**config.mk**
```make
export PLATFORM = sky130hd
export DESIGN_NAME = uart_reg_bridge
export DESIGN_NICKNAME = d
export VERILOG_FILES = /design/src/rtl/uart_bridge_pkg.sv /design/src/rtl/bridge_timeout.sv /design/src/rtl/uart_reg_bridge.sv
export SDC_FILE = /design/constraint.sdc
export NUM_CORES = 1
export LEC_CHECK = 0
export BUFFER_PORTS_ARGS = -buffer_cell sky130_fd_sc_hd__buf_2
export CELL_PAD_IN_SITES_DETAIL_PLACEMENT = 1
export CELL_PAD_IN_SITES_GLOBAL_PLACEMENT = 1
export CORE_ASPECT_RATIO = 2
export CORE_UTILIZATION = 48
export CTS_BUF_LIST = sky130_fd_sc_hd__clkbuf_4 sky130_fd_sc_hd__clkbuf_8
export CTS_CLUSTER_DIAMETER = 30
export CTS_CLUSTER_SIZE = 12
export DETAILED_ROUTE_END_ITERATION = 10
export PLACE_DENSITY_LB_ADDON = 0.1
export SLEW_MARGIN = 5
export SYNTH_ARGS = -nofsm -noshare
export SYNTH_HDL_FRONTEND = slang
export SYNTH_SLANG_ARGS = --single-unit
```
**constraint.sdc**
```tcl
create_clock -name clk -period 3.1 [get_ports clk]
set_clock_uncertainty 0.1 [all_clocks]
set_input_delay 0.155 -clock clk [delete_from_list [all_inputs] [get_ports clk]]
set_output_delay 0.155 -clock clk [all_outputs]
set_load 0.1 [all_outputs]
```
**src/rtl/uart_bridge_pkg.sv**
```systemverilog
// Shared constants and state encoding for the UART-to-register-bus bridge.
package uart_bridge_pkg;

  localparam logic [7:0] OP_WRITE = 8'h57;
  localparam logic [7:0] OP_READ  = 8'h52;
  localparam logic [7:0] RSP_ACK  = 8'h06;
  localparam logic [7:0] RSP_NAK  = 8'h15;

  typedef enum logic [2:0] {
    IDLE,
    GET_ADDR,
    GET_DATA,
    BUS_WR,
    BUS_RD,
    RD_WAIT,
    SEND
  } state_t;

  function automatic logic is_opcode(input logic [7:0] b);
    return (b == OP_WRITE) || (b == OP_READ);
  endfunction

endpackage

```
**src/rtl/bridge_timeout.sv**
```systemverilog
// Inter-byte timeout counter: saturating count while enabled, flags the last cycle.
module bridge_timeout #(
  parameter int unsigned TIMEOUT_CYCLES = 5_000_000
) (
  input  logic clk,
  input  logic reset_n,
  input  logic clear,
  input  logic enable,
  output logic expired
);

  localparam int unsigned CW = (TIMEOUT_CYCLES > 1) ? $clog2(TIMEOUT_CYCLES) : 1;
  localparam logic [CW-1:0] LAST = CW'(TIMEOUT_CYCLES - 1);

  logic [CW-1:0] count;

  // Count up while enabled; hold at LAST so a stalled counter never wraps.
  always_ff @(posedge clk or negedge reset_n) begin
    if (!reset_n) begin
      count <= '0;
    end else if (clear) begin
      count <= '0;
    end else if (enable && (count != LAST)) begin
      count <= count + 1'b1;
    end
  end

  assign expired = enable && (count == LAST);

endmodule

```
**src/rtl/uart_reg_bridge.sv**
```systemverilog
// Byte-command bridge: UART write/read commands become single register-bus accesses
// followed by a one-byte response (ACK, read data or NAK).
module uart_reg_bridge
  import uart_bridge_pkg::*;
#(
  parameter int unsigned TIMEOUT_CYCLES = 5_000_000
) (
  input  logic       clk,
  input  logic       reset_n,
  input  logic [7:0] rx_data,
  input  logic       rx_valid,
  output logic [7:0] tx_data,
  output logic       tx_transmit,
  input  logic       tx_ready,
  output logic [7:0] bus_addr,
  output logic [7:0] bus_wdata,
  output logic       bus_we,
  output logic       bus_re,
  input  logic [7:0] bus_rdata,
  output logic       busy,
  output logic       overrun
);

  state_t     state, state_next;
  logic       is_write;
  logic [7:0] addr_q, wdata_q, resp_q, resp_next;
  logic       overrun_q;
  logic       latch_op, latch_addr, latch_wdata, load_resp, drop;
  logic       waiting, expired;

  assign waiting = (state == GET_ADDR) || (state == GET_DATA);

  // Counter restarts on entry to a byte-waiting state (it sits cleared elsewhere)
  // and on every byte accepted while waiting.
  bridge_timeout #(
    .TIMEOUT_CYCLES(TIMEOUT_CYCLES)
  ) u_timeout (
    .clk    (clk),
    .reset_n(reset_n),
    .clear  (!waiting || rx_valid),
    .enable (waiting),
    .expired(expired)
  );

  // State register.
  always_ff @(posedge clk or negedge reset_n) begin
    if (!reset_n) begin
      state <= IDLE;
    end else begin
      state <= state_next;
    end
  end

  // Next-state decode and one-cycle strobes; an arriving byte beats timeout expiry.
  always_comb begin
    state_next  = state;
    tx_transmit = 1'b0;
    bus_we      = 1'b0;
    bus_re      = 1'b0;
    latch_op    = 1'b0;
    latch_addr  = 1'b0;
    latch_wdata = 1'b0;
    load_resp   = 1'b0;
    resp_next   = RSP_NAK;
    drop        = 1'b0;
    unique case (state)
      IDLE: begin
        if (rx_valid) begin
          if (is_opcode(rx_data)) begin
            latch_op   = 1'b1;
            state_next = GET_ADDR;
          end else begin
            load_resp  = 1'b1;
            resp_next  = RSP_NAK;
            state_next = SEND;
          end
        end
      end
      GET_ADDR: begin
        if (rx_valid) begin
          latch_addr = 1'b1;
          state_next = is_write ? GET_DATA : BUS_RD;
        end else if (expired) begin
          state_next = IDLE;
        end
      end
      GET_DATA: begin
        if (rx_valid) begin
          latch_wdata = 1'b1;
          state_next  = BUS_WR;
        end else if (expired) begin
          state_next = IDLE;
        end
      end
      BUS_WR: begin
        drop       = rx_valid;
        bus_we     = 1'b1;
        load_resp  = 1'b1;
        resp_next  = RSP_ACK;
        state_next = SEND;
      end
      BUS_RD: begin
        drop       = rx_valid;
        bus_re     = 1'b1;
        state_next = RD_WAIT;
      end
      RD_WAIT: begin
        drop       = rx_valid;
        load_resp  = 1'b1;
        resp_next  = bus_rdata;
        state_next = SEND;
      end
      SEND: begin
        drop = rx_valid;
        if (tx_ready) begin
          tx_transmit = 1'b1;
          state_next  = IDLE;
        end
      end
      default: state_next = IDLE;
    endcase
  end

  // Command fields, response byte and sticky overrun flag.
  always_ff @(posedge clk or negedge reset_n) begin
    if (!reset_n) begin
      is_write  <= 1'b0;
      addr_q    <= '0;
      wdata_q   <= '0;
      resp_q    <= '0;
      overrun_q <= 1'b0;
    end else begin
      if (latch_op)    is_write  <= (rx_data == OP_WRITE);
      if (latch_addr)  addr_q    <= rx_data;
      if (latch_wdata) wdata_q   <= rx_data;
      if (load_resp)   resp_q    <= resp_next;
      if (drop)        overrun_q <= 1'b1;
    end
  end

  assign tx_data   = resp_q;
  assign bus_addr  = addr_q;
  assign bus_wdata = wdata_q;
  assign busy      = (state != IDLE);
  assign overrun   = overrun_q;

endmodule
```
# Word level (Yosys, flattened, before mapping)
# Index checks and enable logic that the tools add are counted.
[word_totals]
regBits = 52
inputBits = 20
out_inout_bits = 29
elab_cells = 57
[classes]
addsub = 1
n_eq_ne = 12
n_mux = 25
reduce_logical = 12
[op_table]
columns = ["op", "n"]
rows = [
  ["23-bit two-way mux", 2],
  ["23-bit by 1-bit adder with 23-bit output (second input constant)", 1],
  ["23-bit equality test (second input constant)", 1],
  ["23-bit inequality test (second input constant)", 1],
  ["3-bit two-way mux", 7],
  ["3-bit case mux with 6 select lines", 1],
  ["8-bit by 7-bit equality test with 1-bit output (second input constant)", 2],
  ["8-bit case mux with 2 select lines", 1],
  ["1-bit two-way mux", 13],
  ["3-bit equality test (second input constant)", 3],
  ["3-bit by 2-bit equality test with 1-bit output (second input constant)", 2],
  ["2-bit inequality test (second input constant)", 2],
  ["4-bit OR reduction", 1],
  ["3-bit by 1-bit equality test with 1-bit output (second input constant)", 1],
  ["3-bit zero test", 1],
  ["1-bit logical OR", 3],
  ["3-bit nonzero test", 1],
  ["1-bit logical AND", 2],
  ["1-bit case mux with 2 select lines", 1],
  ["2-bit AND reduction", 1],
  ["2-bit nonzero test", 1],
  ["2-bit OR reduction", 1],
  ["1-bit zero test", 1],
]

# Logic depth before layout (Yosys ltp)
[logic_depth]
word_depth = 6
ltp_mapped = 6
mapped_depth_nobuf = 5

# By module
# Synthesis repeated with hierarchy kept, for this count alone.
[unflattened]
cells_unflattened = 268
area_unflattened_um2 = 2876.5
[modules_own_cells]
columns = ["mod", "instances", "cells_each", "area_per_inst_um2", "seq_area_each_um2"]
rows = [
  ["uart_reg_bridge", 1, 119, 1461.4, 725.7],
  ["bridge_timeout", 1, 149, 1415.1, 575.6],
]

# Worst setup path after synthesis
# No wires, ideal clock.
[synth_timing]
path_type = "reg-to-reg"
start = "reg state[2]"
end = "reg state[0]"
setup_time_ns = 0.071
arrival_ns = 2.391
required_time_ns = 2.929
setup_slack_ns = 0.537
stages_incl_launch_ff = 5
n_path_buf = 1
period_less_slack_ns = 2.563
cell_sequence = "dfrtp_1 > clkbuf_1 > nor2b_1 > nor2b_1 > or3_1"
[synth_via]
elab_chain_cells = 6
elab_cells_between_ends = 17
classes_between = "eq/ne (8); mux (4); reduce/logical (5)"
[synth_rtl]
columns = ["element", "line_no", "text"]
rows = [
  ["start: declaration", "uart_reg_bridge.sv:24", "state_t state, state_next;"],
  ["start signal: assignment", "uart_reg_bridge.sv:50", "state <= state_next;"],
  ["3-bit by 1-bit equality test with 1-bit output / 3-bit by 2-bit equality test with 1-bit output (equally long branches)", "uart_reg_bridge.sv:31, uart_reg_bridge.sv:66", ""],
  ["1-bit logical OR", "uart_reg_bridge.sv:31", "assign waiting = (state == GET_ADDR) || (state == GET_DATA);"],
  ["1-bit logical AND", "bridge_timeout.sv:28", "assign expired = enable && (count == LAST);"],
  ["3-bit two-way mux", "-", ""],
  ["3-bit two-way mux, on equally long branches", "-", ""],
  ["3-bit case mux with 6 select lines", "uart_reg_bridge.sv:66", "unique case (state)"],
]
# Several ways; a longest one is shown, not always the timed one.
# A chain may end at the register's enable or synchronous reset.

# Final worst setup path
[layout_timing]
start = "reg u_timeout.count[0]"
end = "reg u_timeout.count[20]"
[layout_via]
elab_chain_cells = 3
elab_cells_between_ends = 6
classes_between = "add/sub (1); eq/ne (1); mux (2); reduce/logical (2)"
[layout_rtl]
columns = ["element", "line_no", "text"]
rows = [
  ["start: declaration", "bridge_timeout.sv:15", "logic [CW-1:0] count;"],
  ["start signal: assignment", "bridge_timeout.sv:24", "count <= count + 1'b1;"],
  ["23-bit by 1-bit adder with 23-bit output / 23-bit inequality test (equally long branches)", "bridge_timeout.sv:24, bridge_timeout.sv:23", ""],
  ["23-bit two-way mux / 1-bit logical AND (equally long branches)", "bridge_timeout.sv:23", "end else if (enable && (count != LAST)) begin"],
  ["23-bit two-way mux / 2-bit nonzero test (equally long branches)", "-", ""],
]
# Several ways; a longest one is shown, not always the timed one. The select of a mux whose other input is x is not followed.

==> reports/metrics.yaml <==
floorplan:
  rows: 37
  die-area_um2: 5730
  initial_core_util: 0.501
  core_um2: 5180
  die_x_um: 54.0
  die_h_um: 106
  io_pins: 49
route:
  routed_via_density: 6.09
  wl_per_cell_um: 18.9
  drc_errors: 0
  drtAntennaViolNets: 0
  routed_wl_um: 6810
  vias: 2199
  drtPass1Iterations: 4
  drtIter0Drc: 42
worst_hold_path:
  min_delay_path_depth: 2
  hold_class: "in -> reg"
final_layout:
  ff_latch_area_um2: 1300
  drive_gt1_frac: 0.284
  final.fill_count: 610
  multiInputGateArea_um2: 1220
  syn_to_final_growth_pct: 17.5
  nNetsFinal: 323
  n_antenna_cell: 0
critical_path:
  cp_max_fo: 8
  cp-end-kind: "flop"
  required_ps: 3250
  worstRegToRegCells: 5
  start_kind: "flop"
  critPathKind: "reg -> reg"
  reg2reg_slack_ps: 870
  arrival_ps: 2380
synth:
  synth-edff-count: 0
  syn_avg_cell_area_um2: 10.4
  synth-seq-cells: 52
  synth_nets: 270
  yosys.cell_count.top_type: "dfrtp_1"
  synthTopCellsByCount: "dfrtp_1 (52), nand2_1 (20), a21oi_1 (19), mux2_2 (16), o21ai_0 (13)"
  synth_top_area_cell: "dfrtp_1"
  syn_inst: 249
  ys_warn_count: 0
  yosysSeqAreaShare: 0.500
  netlist.area_leader.share: 0.500
  synth.distinct_cells: 49
  synth_flop_cell: "dfrtp_1"
  async_flop_share: 1.00
  synth_area_leaders: "dfrtp_1 (50%), mux2_2 (6.9%), a21oi_1 (3.7%)"
  synth_area_um2: 2600
timing:
  setup_tns_ps: 0
  period_share: 0.720
  final_max_slew_viol_count: 0
  final-hold-violation-count: 0
  whs_ps: 6.13
  slew_headroom: 0.512
  max_freq_mhz: 448
  min_period_ps: 2230
  worstMarginPinSlew_ps: 729
  setup_violations: 0
  rsz0062_at_grt: "false"
clocking:
  clk_latency_ps: 310
  numCtsBuffers: 5
  clockRootBuffer: "clkbuf_8"
  numClockSinks: 52
  cts_tree: "built"
  clk_pin_slew_ps: 100
  cts.htree.levels: 2
  post_cts_buffers: 0
  clock_path_buffers: 2
pwr:
  ir_worst_vdd_mv: 1.01
  p_leak_nw: 1.33
  powerDensity_nw_per_um2: 1070
global_route:
  antenna_found_initial: 0
  grt_max_degree: 31
  grt.overflow.total: 0
  grt_pass1_vias: 2401
  grt_pass1_wl_um: 11100
  track_usage: 0.271
run:
  cap_violations: 0
placement:
  place_congestion: 0.799
  io_buffer_count: 48
  dp_hpwl_um: 5120
status:
  outcome: "finished clean"
## path summary, 6_finish.rpt
path | start | to
hold / removal | rx_data[5] | bus_addr[5]$_DFFE_PN0P_
setup reg to reg | u_timeout.count[0]$_DFFE_PN0P_ | u_timeout.count[20]$_DFFE_PN0P_
min in group asynchronous | reset_n | u_timeout.count[6]$_DFFE_PN0P_
setup / recovery | u_timeout.count[0]$_DFFE_PN0P_ | u_timeout.count[20]$_DFFE_PN0P_
max in group asynchronous | reset_n | tx_data[1]$_DFFE_PN0P_
hold reg to reg | overrun$_DFFE_PN0P_ | overrun$_DFFE_PN0P_
## worst max-delay path: stages, from the launching register on
cell and delay (ps):
dfrtp_1 420, ha_1 250, nand4_2 180, or4_1 680, or3_1 390, a21oi_1 140
## cells in the final DEF, fill, tap and decap left out, types with 2 or more instances in the layout
cell,count
buf_2,48
o221a_2,2
or3_1,8
nor4_1,2
nand3_2,2
xnor2_1,4
nand2_1,20
nor2_1,11
dlygate4sd3_1,10
nand3_1,8
nand2b_1,4
a22o_1,4
clkbuf_8,6
nor2b_1,3
clkinv_2,2
or2_2,3
inv_1,4
nor3_1,6
and2_1,2
and4_1,3
xor2_1,4
a21oi_1,19
o211a_1,2
or4_1,6
nor4b_1,2
and3_1,5
a21o_1,2
a2111o_1,4
o21ai_0,13
nand4_1,4
dfrtp_1,52
mux2_2,16
o31ai_1,4
## registers in the layout, summed over array words and instances, names as in the netlist
register         flops
bus_addr             8
bus_wdata            8
is_write             1
overrun              1
state                3
tx_data              8
u_timeout.count     23
## through the flow
stage	cell area [um^2]	std cells	util	setup WS, ps	power [mW]
floorplan	2600	249	-	537	2.55
global placement	2860	343	0.552	958	2.83
detailed placement	2860	343	0.552	884	2.86
CTS	3050	361	0.589	859	3.28
global route	3050	361	0.589	750	3.39
finish	3050	361	0.589	867	3.26
## timing repair
action                                 in CTS  in global routing
gates resized for setup                     0                  0
hold buffers                               10                  0
setup endpoints to repair                   0                  0
endpoints found under the hold margin      39                  0
## cell families (layout without fill, tap and decap cells)
| logic type | after synthesis | count (layout) | share of synthesized area |
|---|---|---|---|
| fa+ha+maj | 1 | 1 | 0.00481 |
| flops | 52 | 52 | 0.500 |
| buf+inv | 17 | 71 | 0.0284 |
| compound gates | 57 | 57 | 0.149 |
| mux | 17 | 17 | 0.0731 |
| xor+xnor | 8 | 8 | 0.0269 |
| simple gates | 97 | 97 | 0.217 |
## layer usage
metal  part of all wire  track usage
met2               0.60        0.514
met4              0.030        0.119
met1               0.35        0.259
met3              0.023       0.0486
met5                  0            0
## area by class of cell
type | count | share of cell area
repair buffers | 59 | 0.114
clock inverters | 2 | 0.00328
flip-flops and latches | 52 | 0.426
multi-input cells | 180 | 0.401
well taps | 58 | 0.0238
inverters | 4 | 0.00492
clock buffers | 6 | 0.0270
## power breakdown
group,switching (mW),internal [mW]
registers,0.139,0.848
logic,1.51,0.355
clock network,0.234,0.179
(Power assumes the default switching activity.)
